`config.mk`:
```
export PLATFORM = sky130hd
export DESIGN_NAME = operacional
export DESIGN_NICKNAME = d
export VERILOG_FILES = /design/src/rtl/setup_pkg.sv /design/src/rtl/operacional_pin_buffer.sv /design/src/rtl/operacional.sv
export SDC_FILE = /design/constraint.sdc
export NUM_CORES = 1
export LEC_CHECK = 0
export CORE_MARGIN = 4
export CORE_UTILIZATION = 53
export DETAILED_ROUTE_END_ITERATION = 10
export PLACE_DENSITY = 0.86
export SETUP_SLACK_MARGIN = 0.3
export SLEW_MARGIN = 20
export SYNTH_ARGS = -nofsm -noshare
export SYNTH_HDL_FRONTEND = slang
export SYNTH_SLANG_ARGS = --single-unit
```
`constraint.sdc`:
```
create_clock -name clk -period 8.25 [get_ports clk]
set_input_delay 0.825 -clock clk [delete_from_list [all_inputs] [get_ports clk]]
set_output_delay 0.825 -clock clk [all_outputs]
set_load 0.01 [all_outputs]
```
`src/rtl/setup_pkg.sv`:
```
// setup_pkg: shared types and constants for the keypad door lock.
//   pinPac_t   - one PIN slot: enable flag plus four BCD digits (digit1 is entered first)
//   setupPac_t - full configuration record exchanged with the setup block
//   bcdPac_t   - six-digit BCD display bundle, BCD0 is the rightmost digit
package setup_pkg;

    localparam logic [3:0] KEY_ENTER = 4'hF;
    localparam logic [3:0] KEY_CLEAR = 4'hE;
    localparam logic [3:0] BCD_BLANK = 4'hF;

    typedef struct packed {
        logic       status;
        logic [3:0] digit1;
        logic [3:0] digit2;
        logic [3:0] digit3;
        logic [3:0] digit4;
    } pinPac_t;

    typedef struct packed {
        logic       bip_status;
        logic [6:0] bip_time;
        logic [6:0] tranc_aut_time;
        pinPac_t    master_pin;
        pinPac_t    pin1;
        pinPac_t    pin2;
        pinPac_t    pin3;
        pinPac_t    pin4;
        logic       first_boot;
    } setupPac_t;

    typedef struct packed {
        logic [3:0] BCD5;
        logic [3:0] BCD4;
        logic [3:0] BCD3;
        logic [3:0] BCD2;
        logic [3:0] BCD1;
        logic [3:0] BCD0;
    } bcdPac_t;

    // Factory configuration: master 1234 enabled, user PINs off, first boot pending.
    function automatic setupPac_t setup_default();
        setupPac_t c;
        c                = '0;
        c.bip_status     = 1'b1;
        c.bip_time       = 7'd5;
        c.tranc_aut_time = 7'd5;
        c.master_pin     = '{status: 1'b1, digit1: 4'd1, digit2: 4'd2, digit3: 4'd3, digit4: 4'd4};
        c.first_boot     = 1'b1;
        return c;
    endfunction

    // Digit comparison only; the enable flag is judged by the caller.
    function automatic logic pin_digits_eq(pinPac_t a, pinPac_t b);
        return {a.digit1, a.digit2, a.digit3, a.digit4} == {b.digit1, b.digit2, b.digit3, b.digit4};
    endfunction

endpackage

```
`src/rtl/operacional_pin_buffer.sv`:
```
// pin_buffer: 4-digit keypad entry buffer.
//   i_shift/i_digit - shift a new digit in (newest lands in BCD0)
//   i_clear         - blank the buffer and zero the digit count
//   o_entry         - buffered PIN; status=1 once four digits have been entered
//   o_bcd           - display packing, unused positions blank
module pin_buffer
    import setup_pkg::*;
(
    input  logic       clk,
    input  logic       rst,
    input  logic       i_shift,
    input  logic [3:0] i_digit,
    input  logic       i_clear,
    output pinPac_t    o_entry,
    output bcdPac_t    o_bcd
);

    logic [3:0][3:0] r_dig;    // [0] newest ... [3] oldest
    logic [2:0]      r_count;  // saturates at 4

    always_ff @(posedge clk or negedge rst) begin
        if (!rst) begin
            r_dig   <= {4{BCD_BLANK}};
            r_count <= '0;
        end else if (i_clear) begin
            r_dig   <= {4{BCD_BLANK}};
            r_count <= '0;
        end else if (i_shift) begin
            r_dig <= {r_dig[2:0], i_digit};
            if (r_count != 3'd4)
                r_count <= r_count + 3'd1;
        end
    end

    always_comb begin
        o_entry.status = (r_count == 3'd4);
        o_entry.digit1 = r_dig[3];
        o_entry.digit2 = r_dig[2];
        o_entry.digit3 = r_dig[1];
        o_entry.digit4 = r_dig[0];
        o_bcd.BCD0     = r_dig[0];
        o_bcd.BCD1     = r_dig[1];
        o_bcd.BCD2     = r_dig[2];
        o_bcd.BCD3     = r_dig[3];
        o_bcd.BCD4     = BCD_BLANK;
        o_bcd.BCD5     = BCD_BLANK;
    end

endmodule

```
`src/rtl/operacional.sv`:
```
// operacional: operational controller of the keypad door lock.
//   clk, rst            - clock, asynchronous active-low reset
//   sensor_de_contato   - door contact (1 = closed)
//   botao_interno       - inside button pulse; toggles locked/unlocked
//   key_valid, key_code - keypad strobe and code (0-9, F enter, E clear)
//   setup_end           - setup block finished; data_setup_new is latched
//   bcd_out, bcd_enable - 6-digit display and its enable
//   tranca, bip         - lock actuator (1 = locked) and open-door beeper
//   setup_on            - high while the setup block owns the keypad
//   data_setup_old      - active configuration record
module operacional
    import setup_pkg::*;
#(
    parameter int TICKS_PER_SEC = 100_000_000,
    parameter int MAX_FAILS     = 3,
    parameter int LOCKOUT_SEC   = 10
) (
    input  logic       clk,
    input  logic       rst,
    input  logic       sensor_de_contato,
    input  logic       botao_interno,
    input  logic       key_valid,
    input  logic [3:0] key_code,
    input  logic       setup_end,
    input  setupPac_t  data_setup_new,
    output bcdPac_t    bcd_out,
    output logic       bcd_enable,
    output logic       tranca,
    output logic       bip,
    output logic       setup_on,
    output setupPac_t  data_setup_old
);

    typedef enum logic [2:0] {
        TRAVADO, NOVA_MASTER, DESTRAVADO, PORTA_ABERTA, SETUP, BLOQUEADO
    } state_t;

    localparam int             TW         = (TICKS_PER_SEC > 1) ? $clog2(TICKS_PER_SEC) : 1;
    localparam logic [TW-1:0]  TICK_MAX   = TW'(TICKS_PER_SEC - 1);
    localparam logic [7:0]     LOCK_LIMIT = 8'(LOCKOUT_SEC);

    state_t          r_state, w_state_nxt;
    setupPac_t       r_cfg, w_cfg_nxt;
    logic [7:0]      r_fails, w_fails_nxt;
    logic [TW-1:0]   r_tick;
    logic [7:0]      r_sec;
    logic            r_bip;
    logic            r_bcd_en;

    pinPac_t         w_entry;
    bcdPac_t         w_buf_bcd;
    logic            w_key_act, w_digit, w_enter, w_clear_key, w_buf_clr;
    logic            w_full, w_master_ok, w_user_ok, w_match;
    logic            w_tick_wrap, w_elapsed;
    logic [8:0]      w_secs_next;
    logic [7:0]      w_limit;

    // The button has priority: a key arriving with it is discarded.
    assign w_key_act   = key_valid && !botao_interno && (r_state != SETUP) && (r_state != BLOQUEADO);
    assign w_digit     = w_key_act && (key_code <= 4'd9);
    assign w_enter     = w_key_act && (key_code == KEY_ENTER);
    assign w_clear_key = w_key_act && (key_code == KEY_CLEAR);
    assign w_buf_clr   = w_enter || w_clear_key;

    pin_buffer u_buf (
        .clk     (clk),
        .rst     (rst),
        .i_shift (w_digit),
        .i_digit (key_code),
        .i_clear (w_buf_clr),
        .o_entry (w_entry),
        .o_bcd   (w_buf_bcd)
    );

    assign w_full      = w_entry.status;
    assign w_master_ok = w_full && pin_digits_eq(w_entry, r_cfg.master_pin);
    assign w_user_ok   = w_full && ((r_cfg.pin1.status && pin_digits_eq(w_entry, r_cfg.pin1)) ||
                                    (r_cfg.pin2.status && pin_digits_eq(w_entry, r_cfg.pin2)) ||
                                    (r_cfg.pin3.status && pin_digits_eq(w_entry, r_cfg.pin3)) ||
                                    (r_cfg.pin4.status && pin_digits_eq(w_entry, r_cfg.pin4)));
    assign w_match     = w_master_ok || w_user_ok;

    // Seconds timer restarts on every state change. w_elapsed looks one cycle
    // ahead so the transition lands exactly limit*TICKS_PER_SEC edges after entry.
    always_comb begin
        w_limit = 8'hFF;
        case (r_state)
            DESTRAVADO:   w_limit = {1'b0, r_cfg.tranc_aut_time};
            PORTA_ABERTA: w_limit = {1'b0, r_cfg.bip_time};
            BLOQUEADO:    w_limit = LOCK_LIMIT;
            default:      w_limit = 8'hFF;
        endcase
    end

    assign w_tick_wrap = (r_tick == TICK_MAX);
    assign w_secs_next = {1'b0, r_sec} + {8'd0, w_tick_wrap};
    assign w_elapsed   = (w_secs_next >= {1'b0, w_limit});

    always_comb begin
        w_state_nxt = r_state;
        w_fails_nxt = r_fails;
        w_cfg_nxt   = r_cfg;
        case (r_state)
            TRAVADO: begin
                if (botao_interno) begin
                    w_state_nxt = DESTRAVADO;
                end else if (w_enter) begin
                    if (w_match) begin
                        w_fails_nxt = '0;
                        w_state_nxt = r_cfg.first_boot ? NOVA_MASTER : DESTRAVADO;
                    end else begin
                        w_fails_nxt = r_fails + 8'd1;
                        if (int'(r_fails) + 1 >= MAX_FAILS)
                            w_state_nxt = BLOQUEADO;
                    end
                end
            end
            NOVA_MASTER: begin
                // A short entry leaves us waiting for a full 4-digit PIN.
                if (w_enter && w_full) begin
                    w_cfg_nxt.master_pin = w_entry;
                    w_cfg_nxt.first_boot = 1'b0;
                    w_state_nxt          = DESTRAVADO;
                end
            end
            DESTRAVADO: begin
                if (!sensor_de_contato)
                    w_state_nxt = PORTA_ABERTA;
                else if (botao_interno)
                    w_state_nxt = TRAVADO;
                else if (w_enter && w_master_ok)
                    w_state_nxt = SETUP;
                else if (w_elapsed)
                    w_state_nxt = TRAVADO;
            end
            PORTA_ABERTA: begin
                if (sensor_de_contato)
                    w_state_nxt = DESTRAVADO;
            end
            SETUP: begin
                if (setup_end) begin
                    w_cfg_nxt   = data_setup_new;
                    w_state_nxt = DESTRAVADO;
                end
            end
            BLOQUEADO: begin
                if (w_elapsed) begin
                    w_fails_nxt = '0;
                    w_state_nxt = TRAVADO;
                end
            end
            default: w_state_nxt = TRAVADO;
        endcase
    end

    always_ff @(posedge clk or negedge rst) begin
        if (!rst) begin
            r_state  <= TRAVADO;
            r_cfg    <= setup_default();
            r_fails  <= '0;
            r_tick   <= '0;
            r_sec    <= '0;
            r_bip    <= 1'b0;
            r_bcd_en <= 1'b0;
        end else begin
            r_state <= w_state_nxt;
            r_cfg   <= w_cfg_nxt;
            r_fails <= w_fails_nxt;

            if (w_state_nxt != r_state) begin
                r_tick <= '0;
                r_sec  <= '0;
            end else begin
                r_tick <= w_tick_wrap ? '0 : r_tick + TW'(1);
                if (w_tick_wrap && (r_sec != 8'hFF))
                    r_sec <= r_sec + 8'd1;
            end

            // Beeper latches once the open-door delay expires; drops as soon
            // as the door leaves PORTA_ABERTA.
            r_bip <= (w_state_nxt == PORTA_ABERTA) &&
                     (r_bip || ((r_state == PORTA_ABERTA) && w_elapsed && r_cfg.bip_status));

            if (w_digit)
                r_bcd_en <= 1'b1;
            else if (w_buf_clr)
                r_bcd_en <= 1'b0;
        end
    end

    always_comb begin
        tranca         = !((r_state == DESTRAVADO) || (r_state == PORTA_ABERTA) || (r_state == SETUP));
        setup_on       = (r_state == SETUP);
        bip            = r_bip;
        data_setup_old = r_cfg;
        if (r_state == BLOQUEADO) begin
            bcd_out    = '0;
            bcd_enable = 1'b1;
        end else begin
            bcd_out    = w_buf_bcd;
            bcd_enable = r_bcd_en;
        end
    end

endmodule

```
==> flow_metrics.env, run 1 <==
export IMPL_num_nets_final=1208
export IMPL_grt_busiest_layer="met2"
export IMPL_grt_antenna_before_repair=0
export IMPL_grt_max_degree=94
export IMPL_ys_types=62
export IMPL_area_delta_synth_final_pct=31.45
export IMPL_layout_common_cells="clkdlybuf4s50_1 (238), dfrtp_1 (140), nand2_1 (118)"
export IMPL_power_density_mw_per_mm2=221.2
export IMPL_synth_seq_area_share_pct=45.93
export IMPL_ys_ff_latch=168
export IMPL_ir_worst_vdd_mv=0.1816
export IMPL_synth_top_family_by_area="simple AND/OR/NAND/NOR gates"
export IMPL_wl_per_cell_um=21.10
export IMPL_tns_ns=0
export IMPL_layout_drive_gt1_share_pct=16.10
export IMPL_wirelength_um=27700
export IMPL_cts_hold_fix_buffers=0
export IMPL_yosys_area_share_simple_pct=19.55
export IMPL_synthAdderAreaFrac_pct=2.169
export IMPL_yosysTopAreaCellShare_pct=37.96
export IMPL_leakage_nw=5.015
export IMPL_syn_avg_cell_area_um2=10.49
export IMPL_synth_enable_flop_cells=0
export IMPL_die_area_mm2=0.01959
export IMPL_clock_skew_ns=0.009441
export IMPL_layout_commonest_cell="clkdlybuf4s50_1"
export IMPL_drv_cap=0
export IMPL_status="finished, final reports clean"
export IMPL_hold_viol=0
export IMPL_muxShareOfSynthArea_pct=11.20
export IMPL_worstMarginPinSlew_ns=1.083
export IMPL_yosys_most_used_dff="dfrtp_1"
export IMPL_cts_buffers=17
export IMPL_clkTransAtPathRegs_ns=0.07
export IMPL_first_pass_iters=5
export IMPL_cp_max_fo=35
export IMPL_p_clk_share_pct=26.8
export IMPL_portBuffers=239
export IMPL_p_int_mw=1.765
export IMPL_period_needed_ns=4.918
export IMPL_vias=7589
export IMPL_die_x_um=140.0
export IMPL_seq_area_mm2=0.004239
export IMPL_grt_overflow=0
export IMPL_cts_resized=0
export IMPL_netSwitchingFraction_pct=34.20
export IMPL_h_tree_depth=4
export IMPL_grt_use_met3_pct=9.339
export IMPL_post_route_period_util_pct=59.62
export IMPL_path_class="flop to flop"
export IMPL_cts_sinks=168
export IMPL_start_util_pct=54.88
export IMPL_finalWeightedCongestion=0.9168
export IMPL_clkLatencyLatePin_ns=0.43
export IMPL_routed_via_density=5.780
export IMPL_relSlewSlack_pct=27.55
export IMPL_grt_total_usage_pct=27.98
export IMPL_cts_tree="yes"
export IMPL_power_mw=2.683
export IMPL_coreArea_mm2=0.01682
export IMPL_die_h_um=140.0
export IMPL_antenna_cells=0
export IMPL_p_sw_mw=0.9178
export IMPL_pin_count=240
export IMPL_async_flop_share_pct=100.0
export IMPL_syn_instance_count=880
export IMPL_hpwl_um=19880
export IMPL_start_kind="flop"
export IMPL_post_cts_buffers=0
export IMPL_synth_area_mm2=0.009230
export IMPL_synth_top_area_cell="dfrtp_1"
export IMPL_slew_violations=0
export IMPL_multi_input_area_mm2=0.004633
export IMPL_rows=47
export IMPL_use_met1_pct=34.61
export IMPL_fillers=1217
export IMPL_yosysWarnings=0
export IMPL_rsz0062_at_grt="no"
export IMPL_synth_area_leaders="dfrtp_1 (38%), mux2_2 (11%), xnor2_1 (9.4%)"
export IMPL_fmax_mhz=203.3
export IMPL_hp_class="primary input to async pin"
export IMPL_cts_root_buf="clkbuf_16"
export IMPL_synth_compound_gate_area_share_pct=5.558
export IMPL_endpoint_kind="flop"
export IMPL_cp_arrival_ns=5.17
export IMPL_synthesis_nets=1007
export IMPL_synth_xor_area_share_pct=11.67
export IMPL_grt_use_met2_pct=46.72
export IMPL_dr_first_iter_drc_count=554
export IMPL_clockBufferDepth=2
export IMPL_comb_power_share_pct=30.3
export IMPL_crit_required_ns=8.50
export IMPL_finalSetupViolCount=0
export IMPL_grt_pass1_wl_um=43140
export IMPL_grt_pass1_vias=7754
export IMPL_ant_nets=0
export IMPL_route_detailed_drc=0
export IMPL_seqPwrFrac_pct=43.0
-- Yosys cell counts, types with 16 or more instances --
master    instances
dfrtp_1         140
nand2_1         118
xnor2_1          99
mux2_2           90
nand3_1          39
clkbuf_1         28
dfstp_2          28
nor2_1           26
nand4_1          25
nor3_1           25
xor2_1           24
and2_1           22
nor4_1           20
a22oi_1          18
buf_2            16
ha_1             16
-- registers in the layout, summed over array words and instances, names as in the netlist --
name / cells
r_state: 3
bip: 1
u_buf.o_bcd: 16
r_bcd_en: 1
r_tick: 27
r_sec: 8
data_setup_old: 101
u_buf.r_count: 3
r_fails: 8
-- area by class of cell --
| cell class | instances | area share, % |
|---|---|---|
| multi-input combinational | 642 | 38.19 |
| sequential | 168 | 34.94 |
| timing repair buffer | 244 | 20.04 |
| clock buffer | 19 | 3.651 |
| tap | 220 | 2.269 |
| clock inverter | 12 | 0.6703 |
| inverter | 8 | 0.2475 |
-- final timing paths --
kind	startpoint	end	slack, ns	cells past startpoint
max	r_tick[0]	r_tick[10]	3.33	17
min	rst	data_setup_old[36]	0.47	1
max reg2reg	r_tick[0]	r_tick[10]	3.33	17
min reg2reg	data_setup_old[81]	data_setup_old[81]	0.48	2
max in group asynchronous	rst	data_setup_old[76]	6.29	2
min in group clk	data_setup_old[81]	data_setup_old[81]	0.48	2
-- stage by stage --
step                instance area, µm²  setup WS, ns  hold slack (ns)  util [%]  instances
finish                           12130         3.332           0.4673     72.14       1313
global route                     12130         2.910           0.5088     72.14       1313
CTS                              12130         3.352           0.4803     72.14       1313
detailed placement               11610         3.356           0.4679     69.02       1282
global placement                 11610         3.488           0.4555     69.02       1282
floorplan                         9230         4.073           0.4372         -        880
-- kinds of logic after synthesis --
logic type      Yosys count
buf+inv                  70
fa+ha+maj                16
simple gates            339
compound gates           72
mux                      92
xor+xnor                123
flops                   168
-- power by group through the flow --
stage	clock (mW)	sequential, mW	combinational, mW
after floorplan	0	1.05	0.546
after CTS	0.723	1.15	0.815
after detailed placement	0	1.16	0.810
after global routing	0.760	1.16	0.882
after global placement	0	1.15	0.789
final	0.718	1.15	0.812
-- critical path: stages (launching register included) --
cell and delay, ns:
dfrtp_1 0.40, ha_1 0.21, nand3_1 0.13, or3_1 0.49, nor4_2 0.41, ha_1 0.29, ha_1 0.24, nand3_1 0.11
xnor2_1 0.16, ha_1 0.29, nand2_1 0.05, nor3_1 0.21, a211oi_2 0.15, a221oi_2 0.31, o2bb2ai_1 0.08, a31o_2 0.24
o21ai_4 0.85, nor4_1 0.12
-- routing by layer --
| layer | part of all wire (%) | vias up |
|---|---|---|
| met5 | 0 | - |
| met2 | 49 | 333 |
| met4 | 2.6 | 0 |
| met1 | 40 | 3732 |
| met3 | 9.1 | 51 |
| li1 | - | 3473 |
No activity file was read; power rests on OpenSTA's default activity.
==> run 2: changes to the inputs <==
CORE_UTILIZATION = 50   (was 53)
PLACE_DENSITY = 0.82   (was 0.86)
clock period = 4.87 ns   (was 8.25 ns; I/O delays follow)
==> run 2 against run 1 <==
Against the previous run:
- the run now ends with max-capacitance violations, max-slew violations left
- power up 81%
- die area up 5.7%
- hold slack worse by 0.36 ns
- clock skew up 0.00087 ns
- global-route usage down 0.39 points
- sequential share of layout area down 0.93 points
- combinational power up 88%
==> flow_metrics.env, run 2 (synthesized netlist as in run 1, its figures left out) <==
export IMPL_layout_drive_gt1_share_pct=18.21
export IMPL_hp_class="primary input to async pin"
export IMPL_grt_max_degree=78
export IMPL_grt_pass1_vias=8002
export IMPL_endpoint_kind="flop"
export IMPL_layout_common_cells="clkdlybuf4s50_1 (238), dfrtp_1 (140), nand2_1 (118)"
export IMPL_num_nets_final=1223
export IMPL_coreArea_mm2=0.01809
export IMPL_cts_buffers=17
export IMPL_crit_required_ns=5.19
export IMPL_dr_first_iter_drc_count=622
export IMPL_h_tree_depth=4
export IMPL_max_stage_delay_ns=0.45
export IMPL_cts_hold_fix_buffers=0
export IMPL_routed_via_density=5.842
export IMPL_finalSetupViolCount=0
export IMPL_relSlewSlack_pct=-22.38
export IMPL_holdWs_ns=0.1042
export IMPL_post_route_period_util_pct=89.17
export IMPL_antenna_cells=0
export IMPL_cp_arrival_ns=4.66
export IMPL_vias=7816
export IMPL_leakage_nw=5.168
export IMPL_timing_rr_end="r_tick[12]"
export IMPL_grt_overflow=0
export IMPL_fmax_mhz=230.3
export IMPL_clockBufferDepth=2
export IMPL_rr_startpoint="r_tick[0]"
export IMPL_rows=49
export IMPL_wirelength_um=28640
export IMPL_layout_commonest_cell="clkdlybuf4s50_1"
export IMPL_cts_root_buf="clkbuf_16"
export IMPL_clkTransAtPathRegs_ns=0.07
export IMPL_path_common_cell="ha_1"
export IMPL_first_pass_iters=5
export IMPL_pre_cts_slack_ns=0.1185
export IMPL_portBuffers=239
export IMPL_start_kind="flop"
export IMPL_clock_skew_ns=0.01031
export IMPL_ir_worst_vdd_mv=0.2556
export IMPL_die_x_um=143.9
export IMPL_grt_pass1_wl_um=43890
export IMPL_wl_per_cell_um=21.40
export IMPL_ant_nets=0
export IMPL_die_area_mm2=0.02070
export IMPL_path_class="flop to flop"
export IMPL_slew_violations=6
export IMPL_critPathSlowestCell="or3_1"
export IMPL_cp_max_fo=9
export IMPL_clkLatencyLatePin_ns=0.43
export IMPL_pin_count=240
export IMPL_hold_viol=0
export IMPL_crit_family="simple AND/OR/NAND/NOR gates"
export IMPL_cts_sinks=168
export IMPL_ff2ff_path_depth=18
export IMPL_grt_total_usage_pct=27.59
export IMPL_violations="max-capacitance violations, max-slew violations"
export IMPL_status="complete, but fails checks"
export IMPL_setup_ws_ns=0.5276
export IMPL_route_detailed_drc=0
export IMPL_period_needed_ns=4.342
export IMPL_die_h_um=143.9
export IMPL_crit_chain="ha_1 -> nand3_1 -> or3_1 -> nor4_4 -> ha_1 -> ha_1 -> xor2_1 -> ha_1 -> a211oi_1 -> o21ai_0 -> a211oi_2 -> buf_4 -> nand2b_1 -> o31a_1 -> a31oi_4 -> buf_12 -> o21ai_4 -> nor4_1"
export IMPL_power_mw=4.868
export IMPL_start_util_pct=51.03
export IMPL_tns_ns=0
export IMPL_area_delta_synth_final_pct=35.03
export IMPL_power_density_mw_per_mm2=390.6
export IMPL_drv_cap=1
export IMPL_finalWeightedCongestion=0.8579
export IMPL_rsz0062_at_grt="no"
export IMPL_hpwl_um=20260
export IMPL_largest_register_ffs=101
export IMPL_cts_tree="yes"
export IMPL_worstMarginPinSlew_ns=1.819
export IMPL_grt_antenna_before_repair=0
export IMPL_cp_buffers_inverters=2
export IMPL_r2r_setup_slack_ns=0.53
run 2: cell types whose count changed in the layout (fill, tap and decap cells not counted), moves of 2 or more:
cell / change
buf_4: +10
bufinv_16: +3
clkbuf_1: +3
clkbuf_8: +2
clkinvlp_4: -7
nor4_1: -12
nor4_2: +11
o21ai_2: +2
run 2: how the worst max path moves through the flow:
stage | startpoint | endpoint | slack, ns | depth (start not counted)
3_3_place_gp | r_tick[0] | r_tick[0] | 0.26 | 17
4_1_cts | r_tick[0] | r_sec[7] | 0.35 | 17
3_5_place_dp | r_tick[0] | r_sec[7] | 0.12 | 17
6_report | r_tick[0] | r_tick[12] | 0.53 | 18
2_1_floorplan | r_tick[0] | r_tick[17] | 0.69 | 18
5_1_grt | r_tick[0] | r_tick[12] | 0.19 | 19
run 2: final cells by class:
cell class,instances,area [µm²]
Multi-Input combinational cell,646,4777
Timing Repair Buffer,255,2526
Inverter,8,30.03
Clock buffer,24,481.7
Sequential cell,168,4239
Tap cell,229,286.5
Clock inverter,8,122.6
Fill cell,1368,5623
run 2: repair_timing:
item	4_1_cts	5_1_grt
resized for setup	3	14
cloned	1	3
endpoints found under the setup margin	35	35
hold endpoints to repair	0	0
buffers inserted	0	4
pin swaps	1	12
run 2: report_power, final:
| part | internal (mW) | switching, mW |
|---|---|---|
| Clock | 0.848 | 0.554 |
| Combinational | 0.776 | 0.757 |
| Sequential | 1.61 | 0.325 |
run 2: worst reg2reg max path, delay by kind of cell, from the launching register on:
family | cells | cell delay, ns
simple gates | 5 | 1.23
buf+inv | 2 | 0.32
compound gates | 6 | 1.15
fa+ha+maj | 4 | 0.95
flops | 1 | 0.41
xor+xnor | 1 | 0.17
run 2: metrics by stage:
| step | util (%) | instances | instance area, µm² |
|---|---|---|---|
| CTS | 68.05 | 1331 | 12310 |
| floorplan | - | 880 | 9230 |
| finish | 68.91 | 1338 | 12460 |
| global route | 68.91 | 1338 | 12460 |
| detailed placement | 64.54 | 1298 | 11670 |
| global placement | 64.54 | 1298 | 11670 |
run 2: routing by layer:
| metal | vias up | GRT usage [%] | wire length [µm] |
|---|---|---|---|
| met5 | - | 0 | 0 |
| met1 | 3830 | 33.93 | 11330 |
| met4 | 0 | 11.10 | 1010 |
| li1 | 3524 | - | - |
| met2 | 394 | 45.44 | 13760 |
| met3 | 68 | 8.419 | 2531 |
==> run 3: changes to the inputs <==
CTS_CLUSTER_DIAMETER = 50   (was default)
==> results of run 3 <==
Final layout, timing and power as in run 2 (identical DEF).
